`config.mk`:
```
export PLATFORM = sky130hd
export DESIGN_NAME = rgen_axi4lite_host_if_flat
export DESIGN_NICKNAME = d
export VERILOG_FILES = /design/src/rtl/rgen_axi4lite_host_if_if.sv /design/src/rtl/rgen_axi4lite_host_if.sv /design/src/flat_wrapper.sv
export SDC_FILE = /design/constraint.sdc
export NUM_CORES = 1
export LEC_CHECK = 0
export ABC_AREA = 0
export BUFFER_PORTS_ARGS = -buffer_cell sky130_fd_sc_hd__buf_2
export CELL_PAD_IN_SITES_DETAIL_PLACEMENT = 1
export CELL_PAD_IN_SITES_GLOBAL_PLACEMENT = 2
export CORE_MARGIN = 5
export CORE_UTILIZATION = 24
export DETAILED_ROUTE_END_ITERATION = 16
export GPL_TIMING_DRIVEN = 0
export PLACE_DENSITY = 0.81
export SLEW_MARGIN = 20
export SYNTH_ARGS = -nofsm -noshare
export SYNTH_HDL_FRONTEND = slang
export SYNTH_SLANG_ARGS = --single-unit
```
`constraint.sdc`:
```
create_clock -name clk -period 4.1 [get_ports clk]
set_input_delay 1.23 -clock clk [delete_from_list [all_inputs] [get_ports clk]]
set_output_delay 1.23 -clock clk [all_outputs]
set_load 0.01 [all_outputs]
```
`src/rtl/rgen_axi4lite_host_if_if.sv`:
```
// Bus bundle for the AXI4-Lite register front end: AXI4-Lite channels plus the
// command/response side toward the register response mux.
interface rgen_axi4lite_host_if_if #(
    parameter int ADDRESS_WIDTH = 16,
    parameter int DATA_WIDTH    = 32
);
    logic                      awvalid;
    logic                      awready;
    logic [ADDRESS_WIDTH-1:0]  awaddr;
    logic                      wvalid;
    logic                      wready;
    logic [DATA_WIDTH-1:0]     wdata;
    logic [DATA_WIDTH/8-1:0]   wstrb;
    logic                      bvalid;
    logic                      bready;
    logic [1:0]                bresp;
    logic                      arvalid;
    logic                      arready;
    logic [ADDRESS_WIDTH-1:0]  araddr;
    logic                      rvalid;
    logic                      rready;
    logic [DATA_WIDTH-1:0]     rdata;
    logic [1:0]                rresp;
    logic                      command_valid;
    logic                      write;
    logic [ADDRESS_WIDTH-1:0]  address;
    logic [DATA_WIDTH-1:0]     write_data;
    logic [DATA_WIDTH-1:0]     write_mask;
    logic                      response_ready;
    logic [DATA_WIDTH-1:0]     read_data;
    logic [2:0]                status;

    // The slave side is the register block front end; master is the bus host plus mux.
    modport slave (
        input  awvalid, awaddr, wvalid, wdata, wstrb, bready,
        input  arvalid, araddr, rready,
        input  response_ready, read_data, status,
        output awready, wready, bvalid, bresp, arready, rvalid, rdata, rresp,
        output command_valid, write, address, write_data, write_mask
    );

    modport master (
        output awvalid, awaddr, wvalid, wdata, wstrb, bready,
        output arvalid, araddr, rready,
        output response_ready, read_data, status,
        input  awready, wready, bvalid, bresp, arready, rvalid, rdata, rresp,
        input  command_valid, write, address, write_data, write_mask
    );
endinterface

```
`src/rtl/rgen_axi4lite_host_if.sv`:
```
// AXI4-Lite slave front end: serialises AW+W / AR into single register commands
// and returns the mux response on B or R, one transaction at a time.
module rgen_axi4lite_host_if #(
    parameter int ADDRESS_WIDTH = 16,
    parameter int DATA_WIDTH    = 32
) (
    input  logic                    clk,
    input  logic                    rst_n,
    rgen_axi4lite_host_if_if.slave  bus
);
    localparam logic [2:0] IDLE       = 3'd0;
    localparam logic [2:0] WRITE_CMD  = 3'd1;
    localparam logic [2:0] READ_CMD   = 3'd2;
    localparam logic [2:0] WRITE_RESP = 3'd3;
    localparam logic [2:0] READ_RESP  = 3'd4;

    logic [2:0]               state;
    logic                     rr_write;
    logic                     write_req;
    logic                     read_req;
    logic                     contended;
    logic                     grant_write;
    logic                     grant_read;
    logic [DATA_WIDTH-1:0]    strb_mask;
    logic [1:0]               mapped_resp;
    logic                     write_q;
    logic [ADDRESS_WIDTH-1:0] address_q;
    logic [DATA_WIDTH-1:0]    write_data_q;
    logic [DATA_WIDTH-1:0]    write_mask_q;
    logic [1:0]               bresp_q;
    logic [1:0]               rresp_q;
    logic [DATA_WIDTH-1:0]    rdata_q;

    // A write needs both AW and W present; rr_write picks the winner only under contention.
    always_comb begin
        write_req   = bus.awvalid && bus.wvalid;
        read_req    = bus.arvalid;
        contended   = write_req && read_req;
        grant_write = rst_n && (state == IDLE) && write_req && (!read_req || rr_write);
        grant_read  = rst_n && (state == IDLE) && read_req && (!write_req || !rr_write);
    end

    always_comb begin
        strb_mask = '0;
        for (int i = 0; i < DATA_WIDTH; i++) begin
            strb_mask[i] = bus.wstrb[i/8];
        end
    end

    // Mux status is {exokay, decode_error, slave_error}; decode error dominates.
    always_comb begin
        if (bus.status[1]) begin
            mapped_resp = 2'b11;
        end else if (bus.status[0]) begin
            mapped_resp = 2'b10;
        end else if (bus.status[2]) begin
            mapped_resp = 2'b01;
        end else begin
            mapped_resp = 2'b00;
        end
    end

    assign bus.awready       = grant_write;
    assign bus.wready        = grant_write;
    assign bus.arready       = grant_read;
    assign bus.command_valid = (state == WRITE_CMD) || (state == READ_CMD);
    assign bus.bvalid        = (state == WRITE_RESP);
    assign bus.rvalid        = (state == READ_RESP);
    assign bus.write         = write_q;
    assign bus.address       = address_q;
    assign bus.write_data    = write_data_q;
    assign bus.write_mask    = write_mask_q;
    assign bus.bresp         = bresp_q;
    assign bus.rresp         = rresp_q;
    assign bus.rdata         = rdata_q;

    always_ff @(posedge clk) begin
        if (!rst_n) begin
            state        <= IDLE;
            rr_write     <= 1'b1;
            write_q      <= 1'b0;
            address_q    <= '0;
            write_data_q <= '0;
            write_mask_q <= '0;
            bresp_q      <= 2'b00;
            rresp_q      <= 2'b00;
            rdata_q      <= '0;
        end else begin
            case (state)
                IDLE: begin
                    if (grant_write) begin
                        state        <= WRITE_CMD;
                        write_q      <= 1'b1;
                        address_q    <= bus.awaddr;
                        write_data_q <= bus.wdata;
                        write_mask_q <= strb_mask;
                        if (contended) rr_write <= 1'b0;
                    end else if (grant_read) begin
                        state        <= READ_CMD;
                        write_q      <= 1'b0;
                        address_q    <= bus.araddr;
                        write_data_q <= '0;
                        write_mask_q <= '0;
                        if (contended) rr_write <= 1'b1;
                    end
                end
                WRITE_CMD: begin
                    if (bus.response_ready) begin
                        bresp_q <= mapped_resp;
                        state   <= WRITE_RESP;
                    end
                end
                READ_CMD: begin
                    if (bus.response_ready) begin
                        rdata_q <= bus.read_data;
                        rresp_q <= mapped_resp;
                        state   <= READ_RESP;
                    end
                end
                WRITE_RESP: begin
                    if (bus.bready) state <= IDLE;
                end
                READ_RESP: begin
                    if (bus.rready) state <= IDLE;
                end
                default: state <= IDLE;
            endcase
        end
    end
endmodule

```
`src/flat_wrapper.sv`:
```
// flat-port wrapper written by rule: the top's interface ports become plain ports
module rgen_axi4lite_host_if_flat 
#(
    parameter int ADDRESS_WIDTH = 16,
    parameter int DATA_WIDTH    = 32
)
  (clk, rst_n, bus_awvalid, bus_awaddr, bus_wvalid, bus_wdata, bus_wstrb, bus_bready, bus_arvalid, bus_araddr, bus_rready, bus_response_ready, bus_read_data, bus_status, bus_awready, bus_wready, bus_bvalid, bus_bresp, bus_arready, bus_rvalid, bus_rdata, bus_rresp, bus_command_valid, bus_write, bus_address, bus_write_data, bus_write_mask);
  rgen_axi4lite_host_if_if #(.ADDRESS_WIDTH(ADDRESS_WIDTH), .DATA_WIDTH(DATA_WIDTH)) bus_i ();
  input  logic clk;
  input  logic rst_n;
  input wire logic [$bits(bus_i.awvalid)-1:0] bus_awvalid;
  input wire logic [$bits(bus_i.awaddr)-1:0] bus_awaddr;
  input wire logic [$bits(bus_i.wvalid)-1:0] bus_wvalid;
  input wire logic [$bits(bus_i.wdata)-1:0] bus_wdata;
  input wire logic [$bits(bus_i.wstrb)-1:0] bus_wstrb;
  input wire logic [$bits(bus_i.bready)-1:0] bus_bready;
  input wire logic [$bits(bus_i.arvalid)-1:0] bus_arvalid;
  input wire logic [$bits(bus_i.araddr)-1:0] bus_araddr;
  input wire logic [$bits(bus_i.rready)-1:0] bus_rready;
  input wire logic [$bits(bus_i.response_ready)-1:0] bus_response_ready;
  input wire logic [$bits(bus_i.read_data)-1:0] bus_read_data;
  input wire logic [$bits(bus_i.status)-1:0] bus_status;
  output wire logic [$bits(bus_i.awready)-1:0] bus_awready;
  output wire logic [$bits(bus_i.wready)-1:0] bus_wready;
  output wire logic [$bits(bus_i.bvalid)-1:0] bus_bvalid;
  output wire logic [$bits(bus_i.bresp)-1:0] bus_bresp;
  output wire logic [$bits(bus_i.arready)-1:0] bus_arready;
  output wire logic [$bits(bus_i.rvalid)-1:0] bus_rvalid;
  output wire logic [$bits(bus_i.rdata)-1:0] bus_rdata;
  output wire logic [$bits(bus_i.rresp)-1:0] bus_rresp;
  output wire logic [$bits(bus_i.command_valid)-1:0] bus_command_valid;
  output wire logic [$bits(bus_i.write)-1:0] bus_write;
  output wire logic [$bits(bus_i.address)-1:0] bus_address;
  output wire logic [$bits(bus_i.write_data)-1:0] bus_write_data;
  output wire logic [$bits(bus_i.write_mask)-1:0] bus_write_mask;
  assign bus_i.awvalid = bus_awvalid;
  assign bus_i.awaddr = bus_awaddr;
  assign bus_i.wvalid = bus_wvalid;
  assign bus_i.wdata = bus_wdata;
  assign bus_i.wstrb = bus_wstrb;
  assign bus_i.bready = bus_bready;
  assign bus_i.arvalid = bus_arvalid;
  assign bus_i.araddr = bus_araddr;
  assign bus_i.rready = bus_rready;
  assign bus_i.response_ready = bus_response_ready;
  assign bus_i.read_data = bus_read_data;
  assign bus_i.status = bus_status;
  assign bus_awready = bus_i.awready;
  assign bus_wready = bus_i.wready;
  assign bus_bvalid = bus_i.bvalid;
  assign bus_bresp = bus_i.bresp;
  assign bus_arready = bus_i.arready;
  assign bus_rvalid = bus_i.rvalid;
  assign bus_rdata = bus_i.rdata;
  assign bus_rresp = bus_i.rresp;
  assign bus_command_valid = bus_i.command_valid;
  assign bus_write = bus_i.write;
  assign bus_address = bus_i.address;
  assign bus_write_data = bus_i.write_data;
  assign bus_write_mask = bus_i.write_mask;
  rgen_axi4lite_host_if #(.ADDRESS_WIDTH(ADDRESS_WIDTH), .DATA_WIDTH(DATA_WIDTH)) u_core (.clk(clk), .rst_n(rst_n), .bus(bus_i));
endmodule
```
==> results of run 1 <==
[per-layer routing]
| metal | wire [µm] | GRT usage (%) | part of all wire [%] | up-vias |
|---|---|---|---|---|
| met5 | 13 | 0 | 0.096 | - |
| met4 | 419 | 6.93 | 3.1 | 2 |
| met3 | 1070 | 5.24 | 7.9 | 28 |
| met2 | 6420 | 26.3 | 48 | 166 |
| met1 | 5560 | 16.4 | 41 | 1734 |
| li1 | - | - | - | 1823 |
[sequential cells by signal, indices dropped and copies added (netlist names)]
signal / count
u_core.bus.address: 16
u_core.bus.bresp: 2
u_core.bus.rdata: 32
u_core.bus.rresp: 2
u_core.bus.write: 1
u_core.bus.write_data: 32
u_core.bus.write_mask: 4
u_core.rr_write: 1
u_core.state: 3
[per-stage QoR]
stage	area, µm²	instances	total power [mW]	hold slack (ps)	utilization, %
final	5300	829	2.23	452	36.2
after global routing	5300	829	2.35	483	36.2
after CTS	5300	827	2.28	458	36.2
after detailed placement	5010	812	1.43	447	34.2
after global placement	5010	812	1.42	440	34.2
after floorplan	3610	395	1.24	472	-
[where the power goes]
part           internal, mW  switching, mW  leakage [nW]
clock                 0.472          0.354         0.131
combinational         0.185          0.220          1.74
sequential            0.964         0.0348         0.757
total                  1.62          0.609          2.63
[worst min-delay path: stages, from the launching register on]
cell	delay (ps)
dfxtp_1	310
nand2_1	50
a21oi_1	50
[layout by cell type (no fill, tap or decap), types with 3 or more instances in the layout]
master	count
buf_6	3
a21oi_1	35
inv_1	4
nor2_1	16
nand2_1	83
buf_2	240
buf_4	33
dfxtp_1	93
a211oi_1	4
nor3_1	15
a22o_1	36
clkbuf_1	13
clkinvlp_4	3
a31oi_1	8
o21ai_0	18
nor3_2	3
clkbuf_16	9
[cells by family (layout without fill, tap and decap cells)]
kind of cell	after synthesis	in the layout
and+or+nand+nor	130	130
AOI/OAI and AO/OA	108	108
other	0	2
buffers and inverters	61	309
xor gates and xnor gates	2	2
muxes	1	1
DFF	93	93
[final timing paths]
path | start | to | slack (ps) | cells after the start
worst max-delay path | rst_n | bus_wready | 260 | 7
worst min-delay path | u_core.bus.rdata[25] | u_core.bus.rdata[25] | 450 | 2
worst max register to register | u_core.state[1] | u_core.bus.address[13] | 2220 | 6
worst min register to register | u_core.bus.rdata[25] | u_core.bus.rdata[25] | 450 | 2
[area by class of cell]
cell class | count | area (µm²) | area share (%)
Buffer | 55 | 362 | 6.82
Tap cell | 184 | 230 | 4.34
Antenna cell | 2 | 5.00 | 0.0944
Sequential cell | 93 | 1860 | 35.1
Clock inverter | 5 | 61.3 | 1.16
Inverter | 6 | 25.0 | 0.472
Timing Repair Buffer | 233 | 1170 | 22.0
Clock buffer | 10 | 229 | 4.32
Multi-Input combinational cell | 241 | 1360 | 25.7
==> impl_metrics.ini, run 1 <==
[sta]
fin_ws_ps = 262
relSlewSlack_pct = 60.1
finalHoldViolCount = 0
fin_crit_ps = 3840
setup_viol = 0
timing.fmax_mhz = 261
finalSetupTns_ps = 0
tightestPinTransition_ps = 597
fin_crit_sh_pct = 93.6
finClkSkew_ps = 5.86
drv_slew = 0
rsz0062_at_grt = no

[synth]
synth_ff_type = dfxtp_1
synth_compound_area_share_pct = 19.9
synthMuxAreaShare_pct = 0.312
netlist_area_um2 = 3610
synth-xor-area-share_pct = 0.485
yosys.area.top_type = dfxtp_1
ys_seq_area_share_pct = 51.6
synth_common_cells = 93 x dfxtp_1, 83 x nand2_1, 36 x a22o_1
synth_top_area_share_pct = 51.6
synth_top_family_by_area = compound AO/OA/AOI/OAI gates
ys_types = 35
async_flop_share_pct = 0
syn_area_per_cell_um2 = 9.14
synth-seq-cells = 93
ys_top_cells_by_area = dfxtp_1 52%, a22o_1 8.7%, nand2_1 8.6%, buf_4 6.9%, a21oi_1 4.9%
synth_nets = 506
synth-simple-area-share_pct = 17.0
yosysMostFrequentCell = dfxtp_1
synth_edf_count = 0
synthAdderAreaFrac_pct = 0
ys_warn_count = 0
syn_inst = 395

[clock_tree]
clockBufferDepth = 2
cts_resized = 0
clkSinkCount = 93
cts-hold-fix-buffers = 0
clkSlewWorstSetupHoldPaths_ps = 70
post-cts-setup-buffers = 0
insertion_delay_ps = 340
clock-root-buffer = clkbuf_16
cts-htree-levels = 3
cts_tree = done
cts_buffers = 9

[layout]
fill_cells = 1795
layout.nets = 750
drive_gt1_share_pct = 46.8
syn2layout_area_growth_pct = 46.9

[global_route]
grt_pass1_wl_mm = 21.4
grt_remaining_overflow = 0
grt_pass1_vias = 4062
antenna_found_initial = 3
grt_max_degree = 16
grt_use_total_pct = 15.1

[floorplan]
die_area_um2 = 17600
rows = 44
ios = 234
coreArea_um2 = 14600
initial_utilization_pct = 24.6
fp.dieW_um = 133
fp.dieH_um = 133

[drt]
dr.pass1.iters = 4
wl_mm = 13.5
ant_nets = 0
wl_per_cell_um = 16.3
dr_total_vias = 3753
viasPerCell = 4.53
first_iter_violations = 115
drc = 0

[critical_path]
cp.arrival_ps = 2610
crit_fanout = 11
slowest_delay_ps = 340
cp.required_ps = 2870
path_delay_family = buffers and inverters
critPathBufInv = 5
crit_type = input pin to primary output
worstPathCellList = buf_2, nor4b_4, nand3_2, clkinv_2, buf_4, buf_4, buf_2
startpoint_type = input pin
end_kind = primary output
cpMaxStageDelayCell = nor4b_4

[place]
post-place-ws_ps = 218
io_buffers = 233
place.detailed.hpwl_mm = 10.9
routabilityCongestion = 0.744

[pwr]
p_per_area_nw_per_um2 = 421
ir_worst_vdd_uv = 170
cellLeakagePower_nw = 2.63

[worst_hold_path]
hold_path.class = flop to flop

[run]
maxCapViolCount = 0

[status]
outcome = complete, no violations
(Power assumes the default switching activity.)
==> run 2: changes to the inputs <==
CELL_PAD_IN_SITES_DETAIL_PLACEMENT = 2   (was 1)
==> impl_metrics.ini, run 2 (synthesis results as in run 1) <==
[worst_hold_path]
hold_path.class = flop to flop
hold_path.startpoint = u_core.bus.rdata[21]

[pwr]
ir_worst_vdd_uv = 226
power_mw = 2.27
p_per_area_nw_per_um2 = 427
cellLeakagePower_nw = 2.64

[place]
routabilityCongestion = 0.744
dp.cells = 812
io_buffers = 233
place.detailed.hpwl_mm = 12.0
post-place-ws_ps = 205

[drt]
viasPerCell = 4.59
dr_total_vias = 3806
dr.pass1.iters = 4
ant_nets = 0
first_iter_violations = 123
drc = 0
wl_per_cell_um = 17.6
wl_mm = 14.6

[sta]
timing.fmax_mhz = 260
tightestPinTransition_ps = 599
fin_crit_ps = 3840
fin_crit_sh_pct = 93.7
drv_slew = 0
relSlewSlack_pct = 59.5
fin_ws_ps = 259
setup_viol = 0
finalSetupTns_ps = 0
rsz0062_at_grt = no
finalHoldViolCount = 0
finClkSkew_ps = 9.31

[critical_path]
cp.required_ps = 2870
crit_type = input pin to primary output
r2r_cells = 6
startpoint_type = input pin
cp.arrival_ps = 2610
critPathCapture = bus_wready
r2r-end = u_core.bus.address[13]
slowest_delay_ps = 350
critPathLaunch = rst_n
worstPathCellList = buf_2, nor4b_4, nand3_2, clkinv_2, buf_4, buf_4, buf_2
rr_startpoint = u_core.state[0]
cpMaxStageDelayCell = nor4b_4
reg2reg_setup_slack_ps = 2200
end_kind = primary output
crit_fanout = 11

[clock_tree]
cts_buffers = 9
clkSinkCount = 93
post-cts-setup-buffers = 0
cts-hold-fix-buffers = 0
cts_tree = done
clkSlewWorstSetupHoldPaths_ps = 70
clock-root-buffer = clkbuf_16
clockBufferDepth = 2
insertion_delay_ps = 350
cts_resized = 0
cts-htree-levels = 3

[global_route]
grt_pass1_vias = 4215
grt_use_total_pct = 16.4
antenna_found_initial = 1
grt_remaining_overflow = 0
grt_pass1_wl_mm = 23.1
grt_max_degree = 18

[run]
maxCapViolCount = 0

[layout]
fill_cells = 1715
syn2layout_area_growth_pct = 47.2
layout.nets = 750
mostFrequentLayoutCells = 240 x buf_2, 93 x dfxtp_1, 83 x nand2_1
final_common_cell = buf_2
fin_cells = 829
drive_gt1_share_pct = 47.0

[status]
outcome = complete, no violations

[floorplan]
ios = 234
rows = 44
fp.dieW_um = 133
coreArea_um2 = 14600
initial_utilization_pct = 24.6
fp.dieH_um = 133
die_area_um2 = 17600
==> run 2: cell count changes in the layout (fill, tap and decap cells not counted), sizes merged <==
cell	delta
diode	-1
inv	+2
clkinvlp	-1
clkbuf	-1
clkinv	+1
==> run 2: worst max-delay path: cells and delay by family <==
kind                   cells  cell delay [ps]
buffers and inverters      5              770
and+or+nand+nor            2              610
==> run 2: metal layers <==
metal	share of wire (%)	up-vias	track usage [%]	wire (µm)
met5	0	-	0	0
met4	1.5	0	3.75	224
met3	8.5	19	7.02	1240
met2	51	166	29.9	7430
met1	39	1793	17.6	5730
li1	-	1828	-	-
==> run 2: power by group <==
| group | internal [mW] | total (mW) | switching (mW) | leakage [nW] |
|---|---|---|---|---|
| sequential | 0.964 | 1.00 | 0.0369 | 0.757 |
| clock | 0.480 | 0.858 | 0.378 | 0.143 |
| combinational | 0.185 | 0.409 | 0.223 | 1.74 |
==> run 2: area by class of cell <==
cell class	instances	area (µm²)	area share, %
multi-input combinational	241	1360	25.6
sequential	93	1860	35.0
timing repair buffer	233	1170	21.9
inverter	6	25.0	0.471
tap	184	230	4.33
antenna	1	2.50	0.0471
clock buffer	9	225	4.24
buffer	55	362	6.80
clock inverter	7	80.1	1.51
==> run 2: worst min path at each step <==
| stage | endpoint | slack (ps) | depth (start not counted) |
|---|---|---|---|
| finish | u_core.bus.rdata[21] | 460 | 2 |
| global route | u_core.bus.rdata[2] | 490 | 2 |
| CTS | u_core.bus.rdata[21] | 460 | 2 |
| detailed placement | u_core.bus.rdata[21] | 450 | 2 |
| global placement | u_core.bus.rdata[17] | 440 | 2 |
| floorplan | u_core.rr_write | 470 | 2 |
==> run 2: stage by stage <==
step	instance area, µm²	util, %	hold WS (ps)
floorplan	3610	-	472
global placement	5010	34.2	440
detailed placement	5010	34.2	449
CTS	5310	36.3	462
global route	5310	36.3	489
finish	5310	36.3	457
==> run 3: changes to the inputs <==
PLACE_DENSITY = unset   (was 0.81)
PLACE_DENSITY_LB_ADDON = 0.1   (was unset)
==> impl_metrics.ini, run 3 (synthesis results as in run 1) <==
[layout]
syn2layout_area_growth_pct = 47.6
design_area_um2 = 5330
fin_cells = 828
multi_input_area_um2 = 1360
layout.nets = 750
fill_cells = 1714
drive_gt1_share_pct = 46.9
mostFrequentLayoutCells = 240 x buf_2, 93 x dfxtp_1, 83 x nand2_1
antenna_cells = 0
final_common_cell = buf_2
seq_area_um2 = 1860

[pwr]
ir_worst_vdd_uv = 166
p_per_area_nw_per_um2 = 436
cellLeakagePower_nw = 2.65

[sta]
fin_crit_ps = 3800
drv_slew = 0
timing.fmax_mhz = 263
relSlewSlack_pct = 55.7
finalHoldViolCount = 0
whs_ps = 457
finalSetupTns_ps = 0
finClkSkew_ps = 8.75
fin_crit_sh_pct = 92.6
tightestPinTransition_ps = 662
rsz0062_at_grt = no
setup_viol = 0

[critical_path]
slowest_delay_ps = 330
cp.required_ps = 2870
crit_fanout = 11
end_kind = primary output
critPathBufInv = 5
startpoint_type = input pin
cpMaxStageDelayCell = nor4b_4
path_delay_family = buffers and inverters
cp.arrival_ps = 2570
worstPathCellList = buf_2, nor4b_4, nand3_2, clkinv_2, buf_4, buf_4, buf_2
crit_type = input pin to primary output

[clock_tree]
clkSlewWorstSetupHoldPaths_ps = 70
clock-root-buffer = clkbuf_16
clkSinkCount = 93
cts-hold-fix-buffers = 0
insertion_delay_ps = 350
cts-htree-levels = 3
cts_tree = done
cts_buffers = 9
cts_resized = 0
post-cts-setup-buffers = 0
clockBufferDepth = 2

[worst_hold_path]
hold_path.class = flop to flop

[global_route]
grt_pass1_wl_mm = 21.7
grt_use_total_pct = 15.5
grt_max_degree = 17
grt_remaining_overflow = 0
antenna_found_initial = 0
grt_pass1_vias = 3967

[drt]
viasPerCell = 4.56
first_iter_violations = 88
dr_total_vias = 3779
wl_mm = 14.0
drc = 0
wl_per_cell_um = 16.9
ant_nets = 0
dr.pass1.iters = 4

[place]
dp.cells = 812
postPlaceCellArea_um2 = 5010
place.detailed.hpwl_mm = 11.2
routabilityCongestion = 0.710
io_buffers = 233

[status]
outcome = complete, no violations

[floorplan]
coreArea_um2 = 14600
ios = 234
rows = 44
fp.dieH_um = 133
initial_utilization_pct = 24.6
die_area_um2 = 17600
fp.dieW_um = 133

[run]
maxCapViolCount = 0
-- run 3: changes by cell type in the layout (fill, tap and decap cells not counted), sizes merged --
cell      delta
bufinv       +1
clkbuf       +1
clkinvlp     -1
diode        -1
inv          -1
-- run 3: stage by stage --
step	utilization [%]	setup slack [ps]	total power, mW
final	36.4	302	2.32
after global routing	36.4	140	2.44
after floorplan	-	710	1.24
after CTS	36.4	254	2.37
after detailed placement	34.2	253	1.44
after global placement	34.2	282	1.42
-- run 3: final cells by class --
cell class	instances	area share, %
well taps	184	4.32
inverters	6	0.470
multi-input cells	241	25.5
clock buffers	10	4.30
repair buffers	233	21.9
plain buffers	55	6.79
clock inverters	6	1.76
flip-flops and latches	93	34.9
-- run 3: worst register-to-register path: stages, from the launching register on --
cell and delay (ps):
dfxtp_1 300, buf_2 180, nor4b_4 370, nand3_2 250, clkbuf_1 280, o21ai_0 310
nor3_2 60
-- run 3: path summary, 6_finish.rpt --
check | start | to | slack [ps] | cells past startpoint
worst max-delay path | rst_n | bus_wready | 300 | 7
worst min-delay path | u_core.bus.rdata[19] | u_core.bus.rdata[19] | 460 | 2
worst max register to register | u_core.state[1] | u_core.bus.address[10] | 2230 | 6
worst min register to register | u_core.bus.rdata[19] | u_core.bus.rdata[19] | 460 | 2
-- run 3: where the power goes --
group	internal (mW)	leakage [nW]	switching [mW]
clock	0.541	0.154	0.379
combinational	0.185	1.74	0.221
sequential	0.964	0.757	0.0336
total	1.69	2.65	0.633
-- run 3: routing by layer --
| layer | part of all wire [%] | GRT usage [%] | routed length [µm] | vias to the layer above |
|---|---|---|---|---|
| li1 | - | - | - | 1824 |
| met1 | 43 | 18.0 | 6000 | 1792 |
| met2 | 47 | 26.1 | 6590 | 148 |
| met3 | 7.7 | 5.09 | 1080 | 15 |
| met4 | 2.1 | 6.29 | 291 | 0 |
| met5 | 0 | 0 | 0 | - |
